<file path="config.mk">
export PLATFORM = sky130hd
export DESIGN_NAME = bus_master_if
export DESIGN_NICKNAME = d
export VERILOG_FILES = /design/src/rtl/bus_master_if.sv
export SDC_FILE = /design/constraint.sdc
export NUM_CORES = 1
export LEC_CHECK = 0
export CORE_UTILIZATION = 38
export CTS_CLUSTER_SIZE = 16
export DETAILED_ROUTE_END_ITERATION = 6
export PLACE_DENSITY = 0.74
export SLEW_MARGIN = 20
export SYNTH_ARGS = -nofsm -noshare
export SYNTH_HDL_FRONTEND = slang
export SYNTH_SLANG_ARGS = --single-unit
</file>
<file path="constraint.sdc">
create_clock -name clk -period 1.55 [get_ports clk]
set_input_delay 0.155 -clock clk [delete_from_list [all_inputs] [get_ports clk]]
set_output_delay 0.155 -clock clk [all_outputs]
set_load 0.005 [all_outputs]
</file>
<file path="src/rtl/bus_master_if.sv">
// Per-core bus master: holds one load/store from the core pipeline, requests the
// systembus, waits for grant (and read latency), then pulses cpu_done.
module bus_master_if #(
    parameter int WIDTH       = 8,
    parameter int MEM_LATENCY = 1
) (
    input  logic             clk,
    input  logic             reset,
    input  logic             cpu_memread,
    input  logic             cpu_memwrite,
    input  logic [WIDTH-1:0] cpu_adr,
    input  logic [WIDTH-1:0] cpu_writedata,
    output logic [WIDTH-1:0] cpu_readdata,
    output logic             cpu_stall,
    output logic             cpu_done,
    output logic             request,
    input  logic             grant,
    output logic [WIDTH-1:0] adr,
    output logic [WIDTH-1:0] writedata,
    output logic             memwrite,
    input  logic [WIDTH-1:0] memdata
);

    typedef enum logic [1:0] {
        IDLE = 2'd0,
        REQ  = 2'd1,
        WAIT = 2'd2,
        DONE = 2'd3
    } state_t;

    localparam logic [3:0] LAT_LOAD = 4'(MEM_LATENCY);

    state_t           state_q, state_d;
    logic             op_write_q, op_write_d;
    logic [WIDTH-1:0] adr_q, adr_d;
    logic [WIDTH-1:0] writedata_q, writedata_d;
    logic [WIDTH-1:0] readdata_q, readdata_d;
    logic [3:0]       cnt_q, cnt_d;
    logic             request_q, request_d;
    logic             done_q, done_d;

    // State and datapath registers with synchronous reset.
    always_ff @(posedge clk) begin
        if (reset) begin
            state_q     <= IDLE;
            op_write_q  <= 1'b0;
            adr_q       <= '0;
            writedata_q <= '0;
            readdata_q  <= '0;
            cnt_q       <= 4'd0;
            request_q   <= 1'b0;
            done_q      <= 1'b0;
        end else begin
            state_q     <= state_d;
            op_write_q  <= op_write_d;
            adr_q       <= adr_d;
            writedata_q <= writedata_d;
            readdata_q  <= readdata_d;
            cnt_q       <= cnt_d;
            request_q   <= request_d;
            done_q      <= done_d;
        end
    end

    // Next-state, access latching, latency counting and read capture.
    always_comb begin
        state_d     = state_q;
        op_write_d  = op_write_q;
        adr_d       = adr_q;
        writedata_d = writedata_q;
        readdata_d  = readdata_q;
        cnt_d       = cnt_q;
        case (state_q)
            IDLE: begin
                if (cpu_memread || cpu_memwrite) begin
                    adr_d       = cpu_adr;
                    writedata_d = cpu_writedata;
                    op_write_d  = cpu_memwrite;
                    state_d     = REQ;
                end else begin
                    state_d = IDLE;
                end
            end
            REQ: begin
                if (grant) begin
                    if (op_write_q) begin
                        state_d = DONE;
                    end else begin
                        cnt_d   = LAT_LOAD;
                        state_d = WAIT;
                    end
                end else begin
                    state_d = REQ;
                end
            end
            WAIT: begin
                // Losing grant here restarts the whole latency on the next win.
                if (grant) begin
                    cnt_d = cnt_q - 4'd1;
                    if (cnt_q == 4'd1) begin
                        readdata_d = memdata;
                        state_d    = DONE;
                    end else begin
                        state_d = WAIT;
                    end
                end else begin
                    state_d = REQ;
                end
            end
            DONE: begin
                state_d = IDLE;
            end
            default: begin
                state_d = IDLE;
            end
        endcase
        request_d = (state_d == REQ) || (state_d == WAIT);
        done_d    = (state_d == DONE);
    end

    // Combinational outputs: stall and the single-cycle write strobe.
    always_comb begin
        cpu_stall = 1'b0;
        memwrite  = 1'b0;
        case (state_q)
            IDLE: begin
                cpu_stall = cpu_memread | cpu_memwrite;
            end
            REQ: begin
                cpu_stall = 1'b1;
                memwrite  = grant & op_write_q;
            end
            WAIT: begin
                cpu_stall = 1'b1;
            end
            DONE: begin
                cpu_stall = 1'b0;
            end
            default: begin
                cpu_stall = 1'b0;
                memwrite  = 1'b0;
            end
        endcase
    end

    assign request      = request_q;
    assign cpu_done     = done_q;
    assign cpu_readdata = readdata_q;
    assign adr          = adr_q;
    assign writedata    = writedata_q;

endmodule

</file>
==> impl_metrics.json, run 1 <==
{
  "outcome": "finished clean",
  "h-tree-depth": 2,
  "gp_congestion": 0.748,
  "clkLatencyLatePin_ps": 280,
  "setup_viol": 0,
  "post_synth.cell_area_avg_um2": 8.73,
  "path_cells": "buf_6 > ha_4 > nor2_4 > a21oi_2 > o31a_4 > ha_4 > nor2b_1",
  "yosys.area.top_type_share": 0.462,
  "final_cells": 281,
  "p_total_mw": 2.18,
  "worstReg2RegStart": "state_q[1]",
  "io_pins": 57,
  "initial_core_util": 0.413,
  "slew_violations": 0,
  "critPathTopFamily": "compound AO/OA/AOI/OAI gates",
  "ys_warn_count": 0,
  "rows": 21,
  "cp-start-kind": "flip-flop",
  "grtUsageTotal": 0.187,
  "clkTransAtPathRegs_ps": 70,
  "grt_pass1_vias": 1264,
  "cp.required_ps": 1730,
  "grt_overflow": 0,
  "fin_crit_ps": 1540,
  "antenna_found_initial": 0,
  "worst_pin_slew_ps": 273,
  "timing.critical_path.from": "state_q[1]",
  "whs_ps": 422,
  "port_buffers": 56,
  "grt_pass1_wl_um": 5750,
  "drc": 0,
  "hpwl_um": 2670,
  "num_vias": 1383,
  "crit_arrival_ps": 1710,
  "power_density_nw_per_um2": 932,
  "viasPerCell": 4.92,
  "fin_skew_ps": 4.67,
  "drt_wl_total_um": 3560,
  "drtIter0Drc": 76,
  "path_buf_inv": 1,
  "cap_violations": 0,
  "final_cell_mix": "54 x clkdlybuf4s50_1, 44 x nand2_1, 30 x dfxtp_1, 27 x a21oi_1, 14 x buf_4",
  "die_y_um": 63.4,
  "nets": 270,
  "reg2reg_slack_ps": 10,
  "cpPeakStageDelay_ps": 360,
  "core-area_um2": 3470,
  "wl_per_cell_um": 12.7,
  "ys_seq_elements": 33,
  "peakVddDrop_v": 0.000626,
  "synthCells": 164,
  "clock-root-buffer": "clkbuf_8",
  "worstSetupPathType": "flip-flop to flip-flop",
  "cts_buffers": 5,
  "die_area_um2": 4020,
  "drt_pass1_iterations": 4,
  "ant_nets": 0,
  "dp.cells": 272,
  "rsz0062_at_grt": "yes",
  "synth_area_um2": 1430,
  "min_from": "cpu_writedata[1]",
  "grt_max_degree": 17,
  "cts.sinks": 33,
  "fmax_ghz": 0.650,
  "p_leak_nw": 0.885,
  "synth_top_area_cell": "dfxtp_1",
  "hold_path.class": "primary input to flip-flop",
  "relSlewSlack": 0.818,
  "seq_area_frac_synth": 0.462,
  "cp_slowest_cell": "dfxtp_4",
  "crit_path_max_fanout": 4,
  "finalHoldViolCount": 0,
  "area_delta_synth_final_pct": 63.3,
  "layout_commonest_cell": "clkdlybuf4s50_1",
  "die_x_um": 63.4,
  "cpMostUsedCell": "ha_4",
  "cts_tree": "built",
  "synth_nets": 200,
  "period_share": 0.993,
  "drive_gt1_frac": 0.196,
  "synth.distinct_cells": 31,
  "end_kind": "flip-flop",
  "synth_area_leaders": "dfxtp_1 46%, nand2_1 12%, a21oi_1 9.8%",
  "num_antenna_cells": 0,
  "clockBufferDepth": 2
}
worst register-to-register path, cell delays in order (launching register included):
cell and delay (ps):
dfxtp_4 360, buf_6 110, ha_4 170, nor2_4 90
a21oi_2 40, o31a_4 350, ha_4 200, nor2b_1 120
timing repair:
| action | in CTS | in global routing |
|---|---|---|
| hold buffers | 0 | 0 |
| pin swaps | 7 | 1 |
| endpoints found under the setup margin | 6 | 5 |
| gates resized for setup | 12 | 6 |
| buffers inserted | 1 | 0 |
metal layers:
layer / vias up / global-route usage / wire length (µm)
li1: 681 / - / -
met3: 4 / 0.0562 / 194
met4: 0 / 0.0852 / 67
met1: 647 / 0.200 / 1430
met5: - / 0 / 0
met2: 51 / 0.331 / 1860
metrics by stage:
| stage | area, µm² | setup slack, ps | util | TNS (ps) |
|---|---|---|---|---|
| after floorplan | 1470 | -45.8 | - | -45.8 |
| after detailed placement | 2170 | -106 | 0.625 | -396 |
| after global placement | 2170 | -81.2 | 0.625 | -114 |
| after CTS | 2320 | -1.27 | 0.670 | -1.27 |
| after global routing | 2340 | -34.1 | 0.674 | -216 |
| final | 2340 | 11.1 | 0.674 | 0 |
cell usage after synthesis, drive strengths merged:
cell,n
mux2i,1
nand4b,1
a41o,1
nor3,1
nand2b,1
clkbuf,5
dfxtp,33
nand2,45
nor2,4
a21oi,28
inv,4
o21a,2
nor2b,9
or2b,1
ha,7
o21ai,3
nor3b,1
a211oi,1
nor4bb,1
o31a,1
buf,4
nand3,8
and3,2
cells by family (layout without fill, tap and decap cells):
| logic type | after synthesis | count (layout) | share of synthesized area |
|---|---|---|---|
| adders and majority gates | 7 | 7 | 0.0612 |
| and+or+nand+nor | 74 | 74 | 0.271 |
| buffers and inverters | 13 | 84 | 0.0446 |
| DFF | 33 | 33 | 0.462 |
| muxes | 1 | 1 | 0.00699 |
| AOI/OAI and AO/OA | 36 | 36 | 0.155 |
flip-flops by register name, indices dropped and copies added (netlist names):
signal	count
cpu_readdata	8
op_write_q	1
cnt_q	4
adr	8
request	1
state_q	2
writedata	8
cpu_done	1
where the power goes:
| group | internal, mW | leakage [nW] | switching, mW |
|---|---|---|---|
| Combinational | 0.258 | 0.555 | 0.173 |
| Clock | 0.524 | 0.0585 | 0.298 |
| Sequential | 0.895 | 0.272 | 0.0297 |
| Total | 1.68 | 0.885 | 0.501 |
cell type report:
class | instances | area (µm²)
well taps | 46 | 57.6
fillers | 292 | 1130
multi-input cells | 118 | 781
flip-flops and latches | 33 | 669
inverters | 4 | 22.5
clock inverters | 1 | 30.0
clock buffers | 7 | 86.3
repair buffers | 72 | 691
path summary, 6_finish.rpt:
path,to,depth (start not counted)
setup reg to reg,request,7
hold reg to reg,adr[7],2
setup / recovery,request,7
hold / removal,writedata[1],3
Power figures use the tool's default switching activity.
==> inputs of run 2 (changes only) <==
Settings changed: CAP_MARGIN set to 25.
==> results of run 2 <==
No change in the layout: final DEF, timing and power equal those of run 1.
